===== src/rtl/alu_seq_pkg.sv =====
// Shared types and instruction-format constants for the alu_seq micro-sequencer.
// Field accessors keep the bit positions in one place.
package alu_seq_pkg;

    localparam int INSTR_W = 16;

    localparam int OPC_MSB = 15;
    localparam int OPC_LSB = 14;
    localparam int RD_MSB  = 13;
    localparam int RD_LSB  = 12;
    localparam int RS_MSB  = 11;
    localparam int RS_LSB  = 10;
    localparam int IMM_MSB = 7;
    localparam int IMM_LSB = 0;

    localparam logic ALU_OP_ADD = 1'b1;

    typedef enum logic [1:0] {
        OP_LDI  = 2'b00,
        OP_ADD  = 2'b01,
        OP_JZ   = 2'b10,
        OP_HALT = 2'b11
    } opcode_e;

    typedef enum logic [1:0] {
        S_IDLE   = 2'd0,
        S_FETCH  = 2'd1,
        S_DECODE = 2'd2,
        S_EXEC   = 2'd3
    } state_e;

    function automatic opcode_e instr_op(input logic [INSTR_W-1:0] instr);
        return opcode_e'(instr[OPC_MSB:OPC_LSB]);
    endfunction

    function automatic logic [1:0] instr_rd(input logic [INSTR_W-1:0] instr);
        return instr[RD_MSB:RD_LSB];
    endfunction

    function automatic logic [1:0] instr_rs(input logic [INSTR_W-1:0] instr);
        return instr[RS_MSB:RS_LSB];
    endfunction

    function automatic logic [7:0] instr_imm(input logic [INSTR_W-1:0] instr);
        return instr[IMM_MSB:IMM_LSB];
    endfunction

endpackage


===== src/rtl/alu_seq_if.sv =====
// Bus between the sequencer (master) and the single-op ALU (slave).
interface alu_seq_if #(
    parameter int DATA_W = 16
);
    logic [DATA_W-1:0] alu_in1_o;
    logic [DATA_W-1:0] alu_in2_o;
    logic              alu_op_o;
    logic [DATA_W-1:0] alu_out_i;
    logic              alu_z_i;

    modport master (
        output alu_in1_o,
        output alu_in2_o,
        output alu_op_o,
        input  alu_out_i,
        input  alu_z_i
    );

    modport slave (
        input  alu_in1_o,
        input  alu_in2_o,
        input  alu_op_o,
        output alu_out_i,
        output alu_z_i
    );
endinterface


===== src/rtl/alu_seq_regfile.sv =====
// 4-entry register file: one write port, three combinational read ports
// (two ALU operands plus host readback).
module alu_seq_regfile #(
    parameter int DATA_W = 16
) (
    input  logic              clk,
    input  logic              reset,
    input  logic              we,
    input  logic [1:0]        waddr,
    input  logic [DATA_W-1:0] wdata,
    input  logic [1:0]        raddr_a,
    input  logic [1:0]        raddr_b,
    input  logic [1:0]        raddr_c,
    output logic [DATA_W-1:0] rdata_a,
    output logic [DATA_W-1:0] rdata_b,
    output logic [DATA_W-1:0] rdata_c
);
    logic [DATA_W-1:0] regs [4];

    always_ff @(posedge clk) begin
        if (reset) begin
            for (int i = 0; i < 4; i++) begin
                regs[i] <= '0;
            end
        end else if (we) begin
            regs[waddr] <= wdata;
        end
    end

    assign rdata_a = regs[raddr_a];
    assign rdata_b = regs[raddr_b];
    assign rdata_c = regs[raddr_c];

endmodule


===== src/rtl/alu_seq.sv =====
// Micro-sequencer: fetches from a 1-cycle-latency ROM, runs LDI/ADD/JZ/HALT,
// and drives an external single-op ALU whose Z flag is registered.
//
// state    | meaning
// S_IDLE   | waiting for start_i; done_o may pulse here
// S_FETCH  | imem_addr_o = pc presented to the ROM
// S_DECODE | ROM word valid, latched into ir
// S_EXEC   | execute ir, update pc
module alu_seq
    import alu_seq_pkg::*;
#(
    parameter int                DATA_W   = 16,
    parameter int                ADDR_W   = 8,
    parameter logic [ADDR_W-1:0] RESET_PC = '0
) (
    input  logic               clk,
    input  logic               reset_i,
    input  logic               start_i,
    output logic               busy_o,
    output logic               done_o,
    output logic [ADDR_W-1:0]  imem_addr_o,
    input  logic [INSTR_W-1:0] imem_data_i,
    alu_seq_if.master          alu,
    input  logic [1:0]         reg_sel_i,
    output logic [DATA_W-1:0]  reg_data_o
);
    state_e              state, state_next;
    logic [ADDR_W-1:0]   pc, pc_next;
    logic [INSTR_W-1:0]  ir, ir_next;
    logic                busy, done, done_next;
    logic                alu_op;
    logic                we;
    logic [DATA_W-1:0]   wdata;
    logic [DATA_W-1:0]   rd_data, rs_data;

    opcode_e             op;
    logic [1:0]          rd, rs;
    logic [7:0]          imm;
    logic                unused_ir;

    assign op  = instr_op(ir);
    assign rd  = instr_rd(ir);
    assign rs  = instr_rs(ir);
    assign imm = instr_imm(ir);
    assign unused_ir = ^ir[9:8];

    alu_seq_regfile #(
        .DATA_W (DATA_W)
    ) u_regfile (
        .clk     (clk),
        .reset   (reset_i),
        .we      (we),
        .waddr   (rd),
        .wdata   (wdata),
        .raddr_a (rd),
        .raddr_b (rs),
        .raddr_c (reg_sel_i),
        .rdata_a (rd_data),
        .rdata_b (rs_data),
        .rdata_c (reg_data_o)
    );

    always_comb begin
        state_next = state;
        pc_next    = pc;
        ir_next    = ir;
        done_next  = 1'b0;
        we         = 1'b0;
        wdata      = DATA_W'(imm);
        alu_op     = 1'b0;

        case (state)
            S_IDLE: begin
                if (start_i) begin
                    pc_next    = RESET_PC;
                    state_next = S_FETCH;
                end
            end
            S_FETCH: begin
                state_next = S_DECODE;
            end
            S_DECODE: begin
                ir_next    = imem_data_i;
                state_next = S_EXEC;
            end
            S_EXEC: begin
                state_next = S_FETCH;
                pc_next    = pc + 1'b1;
                case (op)
                    OP_LDI: begin
                        we    = 1'b1;
                        wdata = DATA_W'(imm);
                    end
                    // ALU result is combinational, so rd is written in this same cycle
                    OP_ADD: begin
                        we     = 1'b1;
                        wdata  = alu.alu_out_i;
                        alu_op = ALU_OP_ADD;
                    end
                    OP_JZ: begin
                        if (alu.alu_z_i) begin
                            pc_next = ADDR_W'(imm);
                        end
                    end
                    OP_HALT: begin
                        pc_next    = pc;
                        state_next = S_IDLE;
                        done_next  = 1'b1;
                    end
                endcase
            end
        endcase
    end

    always_ff @(posedge clk) begin
        if (reset_i) begin
            state <= S_IDLE;
            pc    <= RESET_PC;
            ir    <= '0;
            busy  <= 1'b0;
            done  <= 1'b0;
        end else begin
            state <= state_next;
            pc    <= pc_next;
            ir    <= ir_next;
            busy  <= (state_next != S_IDLE);
            done  <= done_next;
        end
    end

    assign imem_addr_o   = pc;
    assign busy_o        = busy;
    assign done_o        = done;
    assign alu.alu_op_o  = alu_op;
    assign alu.alu_in1_o = rd_data;
    assign alu.alu_in2_o = rs_data;

endmodule

===== src/flat_wrapper.sv =====
// flat-port wrapper written by rule: the top's interface ports become plain ports
module alu_seq_flat import alu_seq_pkg::*;
#(
    parameter int                DATA_W   = 16,
    parameter int                ADDR_W   = 8,
    parameter logic [ADDR_W-1:0] RESET_PC = '0
)
  (clk, reset_i, start_i, busy_o, done_o, imem_addr_o, imem_data_i, reg_sel_i, reg_data_o, alu_alu_in1_o, alu_alu_in2_o, alu_alu_op_o, alu_alu_out_i, alu_alu_z_i);
  alu_seq_if #(.DATA_W(DATA_W)) alu_i ();
  input  logic clk;
  input  logic reset_i;
  input  logic start_i;
  output logic busy_o;
  output logic done_o;
  output logic [ADDR_W-1:0] imem_addr_o;
  input  logic [INSTR_W-1:0] imem_data_i;
  input  logic [1:0] reg_sel_i;
  output logic [DATA_W-1:0] reg_data_o;
  output wire logic [$bits(alu_i.alu_in1_o)-1:0] alu_alu_in1_o;
  output wire logic [$bits(alu_i.alu_in2_o)-1:0] alu_alu_in2_o;
  output wire logic [$bits(alu_i.alu_op_o)-1:0] alu_alu_op_o;
  input wire logic [$bits(alu_i.alu_out_i)-1:0] alu_alu_out_i;
  input wire logic [$bits(alu_i.alu_z_i)-1:0] alu_alu_z_i;
  assign alu_alu_in1_o = alu_i.alu_in1_o;
  assign alu_alu_in2_o = alu_i.alu_in2_o;
  assign alu_alu_op_o = alu_i.alu_op_o;
  assign alu_i.alu_out_i = alu_alu_out_i;
  assign alu_i.alu_z_i = alu_alu_z_i;
  alu_seq #(.DATA_W(DATA_W), .ADDR_W(ADDR_W), .RESET_PC(RESET_PC)) u_core (.clk(clk), .reset_i(reset_i), .start_i(start_i), .busy_o(busy_o), .done_o(done_o), .imem_addr_o(imem_addr_o), .imem_data_i(imem_data_i), .alu(alu_i), .reg_sel_i(reg_sel_i), .reg_data_o(reg_data_o));
endmodule

===== config.mk =====
export PLATFORM = sky130hd
export DESIGN_NAME = alu_seq_flat
export DESIGN_NICKNAME = d
export VERILOG_FILES = /design/src/rtl/alu_seq_pkg.sv /design/src/rtl/alu_seq_if.sv /design/src/rtl/alu_seq_regfile.sv /design/src/rtl/alu_seq.sv /design/src/flat_wrapper.sv
export SDC_FILE = /design/constraint.sdc
export NUM_CORES = 1
export LEC_CHECK = 0
export CAP_MARGIN = 30
export CORE_AREA = 3 3 76 132
export CTS_CLUSTER_SIZE = 25
export DETAILED_ROUTE_END_ITERATION = 8
export DIE_AREA = 0 0 79 135
export PLACE_DENSITY = 0.82
export REMOVE_ABC_BUFFERS = 1
export SLEW_MARGIN = 20
export SYNTH_ARGS = -nofsm -noshare
export SYNTH_HDL_FRONTEND = slang
export SYNTH_SLANG_ARGS = --single-unit

===== constraint.sdc =====
create_clock -name clk -period 5.1 [get_ports clk]
set_input_delay 1.53 -clock clk [delete_from_list [all_inputs] [get_ports clk]]
set_output_delay 1.53 -clock clk [all_outputs]
set_load 0.01 [all_outputs]

# Word-level counts from Yosys, hierarchy flattened
# Memories as Yosys holds them, arrays and structs flattened. A register that Yosys moved wholly into a read port is not among the register bits.
# Index checks and enable logic that the tools add are counted.
# W data, S select, Z words.
[totals]
register_bits = 28
ramBits = 64
input_bits = 38
output_inout_bits = 59
word_cells = 50
n_memories = 1
[mem_list]
columns = ["memory", "depth", "width", "rd", "rd_clocked_by_memory_dff", "wr", "line", "text"]
rows = [
  ["u_core.u_regfile.regs", 4, 16, 3, 2, 4, "alu_seq_regfile.sv:18", "logic [DATA_W-1:0] regs [4];"],
]
[op_classes]
n_addsub = 1
n_eq_ne = 8
mux = 26
n_bitwise = 1
n_reduce_logical = 8
[ops]
columns = ["op", "n"]
rows = [
  ["$mux W16", 3],
  ["$pmux W8 S2", 2],
  ["$mux W8", 2],
  ["$reduce_or A16 Y1", 1],
  ["$mux W1", 12],
  ["$mux W2", 6],
  ["$add A8 B1 Y8 const B", 1],
  ["$eq A2 B2 Y1 const B", 4],
  ["$pmux W2 S4", 1],
  ["$eq A2 B1 Y1 const B", 2],
  ["$logic_not A2 Y1", 2],
  ["$ne A2 B2 Y1 const B", 2],
  ["$reduce_bool A2 Y1", 2],
  ["$reduce_or A2 Y1", 2],
  ["$reduce_and A3 Y1", 1],
  ["$not A1 Y1", 1],
]

# Logic depth before layout (Yosys ltp)
[depth]
word_depth = 9
ltp_mapped = 7
ltp_nobuf = 6

# Modules after synthesis
# A second synthesis with hierarchy kept.
[unflattened]
hier_cells = 351
hier_area_um2 = 4977.3
[by_module_without_submodules]
columns = ["mod", "n_inst", "cells_each", "area_per_inst_um2", "seq_area_each_um2"]
rows = [
  ["alu_seq_regfile", 1, 202, 3622.2, 1921.8],
  ["alu_seq", 1, 149, 1355.0, 520.5],
]

# Worst setup path before layout
# OpenSTA, ideal clock, no wires.
[synth_timing]
kind = "input-to-output"
from = "input port reg_sel_i[0]"
to = "output port reg_data_o[10]"
arrival_time_ns = 2.618
required_ns = 3.570
setup_slack_ns = 0.952
path_stages = 3
n_path_buf = 2
path_cell_list = "buf_2 buf_2 mux4_2"
[synth_via]
elab_chain_cells = 1
[synth_lines]
columns = ["item", "line", "text"]
rows = [
  ["start: declaration", "flat_wrapper.sv:17", "input logic [1:0] reg_sel_i;"],
  ["$mem_v2 Z4 W16", "n/a", ""],
  ["end: declaration", "flat_wrapper.sv:18", "output logic [DATA_W-1:0] reg_data_o;"],
]
# Every way passes these cells.

# Worst setup path in the final report
[layout_timing]
from = "input port reg_sel_i[0]"
to = "output port reg_data_o[6]"
# The elaborated chain is that of the path after synthesis.

==> metrics.yaml <==
status: "completed"
grt_first_pass_wirelength_mm: 18.93
worstPathRequired_ps: 3570
clk_latency_ps: 340
finClkSkew_ps: 4.126
use_met2: 0.4550
synth-edff-count: 64
antenna_cells: 0
critPathMaxFanout: 16
fp.coreArea_um2: 9094
met3_usage: 0.04072
via_per_inst: 5.834
remaining_drc_errors: 0
max_cap_violations: 0
avgSynthCellArea_um2: 13.28
syn_to_final_growth_pct: 27.11
firstDrtPassIters: 4
yosysWarnings: 0
r2r_start: "u_core.state[0]$_SDFF_PP0_"
tightest_slew_ps: 925.6
ys_types: 40
postCtsSetupRepairBufs: 0
dp_slack_ps: 281.9
holdCritStartpoint: "u_core.ir[10]$_SDFFE_PP0P_"
wl_mm: 11.98
gp_congestion: 0.8316
synth_area_leaders: "edfxtp_1 (39%), mux4_2 (22%), dfxtp_1 (12%)"
slowest_stage: "mux4_2"
vias: 3384
tritoncts: "done"
hp-class: "reg -> reg"
rows: 46
crit_top_cell: "clkdlybuf4s50_1"
cts_made_buffers: 9
fin_ws_ps: 274.5
r2r_slack_ps: 2350
synth_cells: 368
relSlewSlack: 0.3829
cts_root_buffer: "clkbuf_16"
use_met1: 0.2561
fin_nets: 497
grt_max_degree: 26
crit_type: "in -> out"
die_area_um2: 10670
placedInstanceArea_um2: 5917
cts_resized: 0
dp_hpwl_mm: 8.538
tns_ps: 0
rsz0062_at_grt: "no"
critical_path_depth: 4
drtAntennaViolNets: 0
leakage_nw: 2.107
clkSinkCount: 94
first_iter_violations: 256
seq_area_frac_synth: 0.5160
fin_util: 0.6833
antenna_found_initial: 0
period_share: 0.9462
port_buffers: 94
grt_use_total: 0.2386
cts_max_level: 3
slowest_delay_ps: 540
grt_pass1_vias: 3584
synthesis.area_um2: 4888
cp.arrival_ps: 3300
slew_viol_final: 0
holdPathStages: 2
io_pins: 97
ys_seq_elements: 94
r2r_cells: 5
clockBufferDepth: 2
async_flop_share: 0
hold_viol: 0
drive_above_1_share: 0.1978
powerDensity_nw_per_um2: 368.0
max_freq_mhz: 207.2
grt_overflow: 0
die_h_um: 135
cp-start-kind: "input pin"
r2r_end: "u_core.u_regfile.regs[1][15]$_SDFFCE_PN0P_"
wire_per_inst_um: 20.65
busiest_layer: "met2"
synth_top_area_cell: "edfxtp_1"
start_util: 0.5376
nFillCells: 673
setup_viol_count_final: 0
clkTransAtPathRegs_ps: 60
cp_cell_sequence: "clkdlybuf4s50_1, buf_12, mux4_2, clkdlybuf4s50_1"
ir_worst_vdd_uv: 266.5
holdBufCountCts: 0
fin_crit_ps: 4825
worstSetupEndpointType: "primary output"
fp.dieW_um: 79
crit_family: "buffers and inverters"
fin_area_um2: 6213
cp_num_buf_inv: 3
yosysTopAreaCellShare: 0.3931
synth_flop_cell: "edfxtp_1"
## worst max-delay path by stage
stage	start	endpoint	slack, ps
after floorplan	reg_sel_i[0]	reg_data_o[0]	1530
final	reg_sel_i[0]	reg_data_o[6]	270
after global routing	reg_sel_i[0]	reg_data_o[8]	250
after CTS	reg_sel_i[0]	reg_data_o[6]	280
after detailed placement	reg_sel_i[0]	reg_data_o[6]	280
after global placement	reg_sel_i[0]	reg_data_o[6]	280
## metrics by stage
stage                     hold WS (ps)  power, W  std cells
after detailed placement         509.0  0.001652        564
after CTS                        524.7  0.002297        580
after global placement           489.3  0.001628        564
final                            520.5  0.002287        580
after global routing             552.3  0.002378        580
after floorplan                  463.5  0.001340        343
## Yosys cell counts, types with 7 or more instances
cell type and n:
inv_1 16, edfxtp_1 64, clkbuf_1 10, mux2i_1 16, nand2_1 24, buf_2 12
dfxtp_1 30, a21oi_1 7, nand3_1 7, mux2_2 9, nor2_1 64, mux4_2 48
and2_1 9
## logic make-up after synthesis
logic type / count (synthesis) / share of synthesized area
AND/OR/NAND/NOR: 134 / 0.1290
flip-flops: 94 / 0.5160
multiplexers: 73 / 0.2746
buffers and inverters: 41 / 0.03839
AO/OA/AOI/OAI: 22 / 0.03174
adder cells (fa/ha/maj): 4 / 0.01024
## where the power goes
group	internal, W	switching (W)
combinational	0.000379	0.000268
clock	0.000384	0.000270
sequential	0.000883	0.000103
## layout make-up
class | instances | area (µm²) | area share
sequential | 94 | 2522 | 0.4060
multi-input combinational | 233 | 2178 | 0.3506
timing repair buffer | 101 | 1006 | 0.1619
clock buffer | 13 | 281.5 | 0.04531
tap | 120 | 150.1 | 0.02416
inverter | 16 | 60.06 | 0.009666
clock inverter | 3 | 15.01 | 0.002416
## metal layers
| layer | part of all wire | vias to the layer above | wire (µm) |
|---|---|---|---|
| li1 | - | 1549 | - |
| met1 | 0.34 | 1672 | 4132 |
| met2 | 0.59 | 145 | 7047 |
| met3 | 0.047 | 18 | 558 |
| met4 | 0.020 | 0 | 238 |
| met5 | 0 | - | 0 |
## state kept, by name, summed over array words and instances (netlist names), named ones only
name / count
u_core.busy_o: 1
u_core.imem_addr_o: 8
u_core.state: 2
u_core.u_regfile.regs: 64
u_core.done_o: 1
u_core.ir: 14
## placed cells by master, fill, tap and decap left out, types with 3 or more instances in the layout
cell type	Yosys	final
or2_2	5	5
a21oi_1	7	7
mux2i_1	16	16
nor2b_1	3	3
and2_1	9	9
clkdlybuf4s50_1	0	94
nand3_1	7	7
nand2_1	24	24
nor2_1	64	64
mux2_2	9	9
clkinv_2	0	3
inv_1	16	16
edfxtp_1	64	64
clkbuf_16	0	10
mux4_2	48	48
ha_1	4	4
buf_4	1	6
or3_1	3	3
nand2b_1	6	6
nor4_1	3	3
dfxtp_1	30	30
o32ai_1	3	3
## worst reg2reg max path: stages, from the launching register on
cell and delay, ps:
dfxtp_1 360, ha_1 290, inv_1 120, nor3_4 370
nand3b_2 430, nand2b_1 790
(Power assumes the default switching activity.)
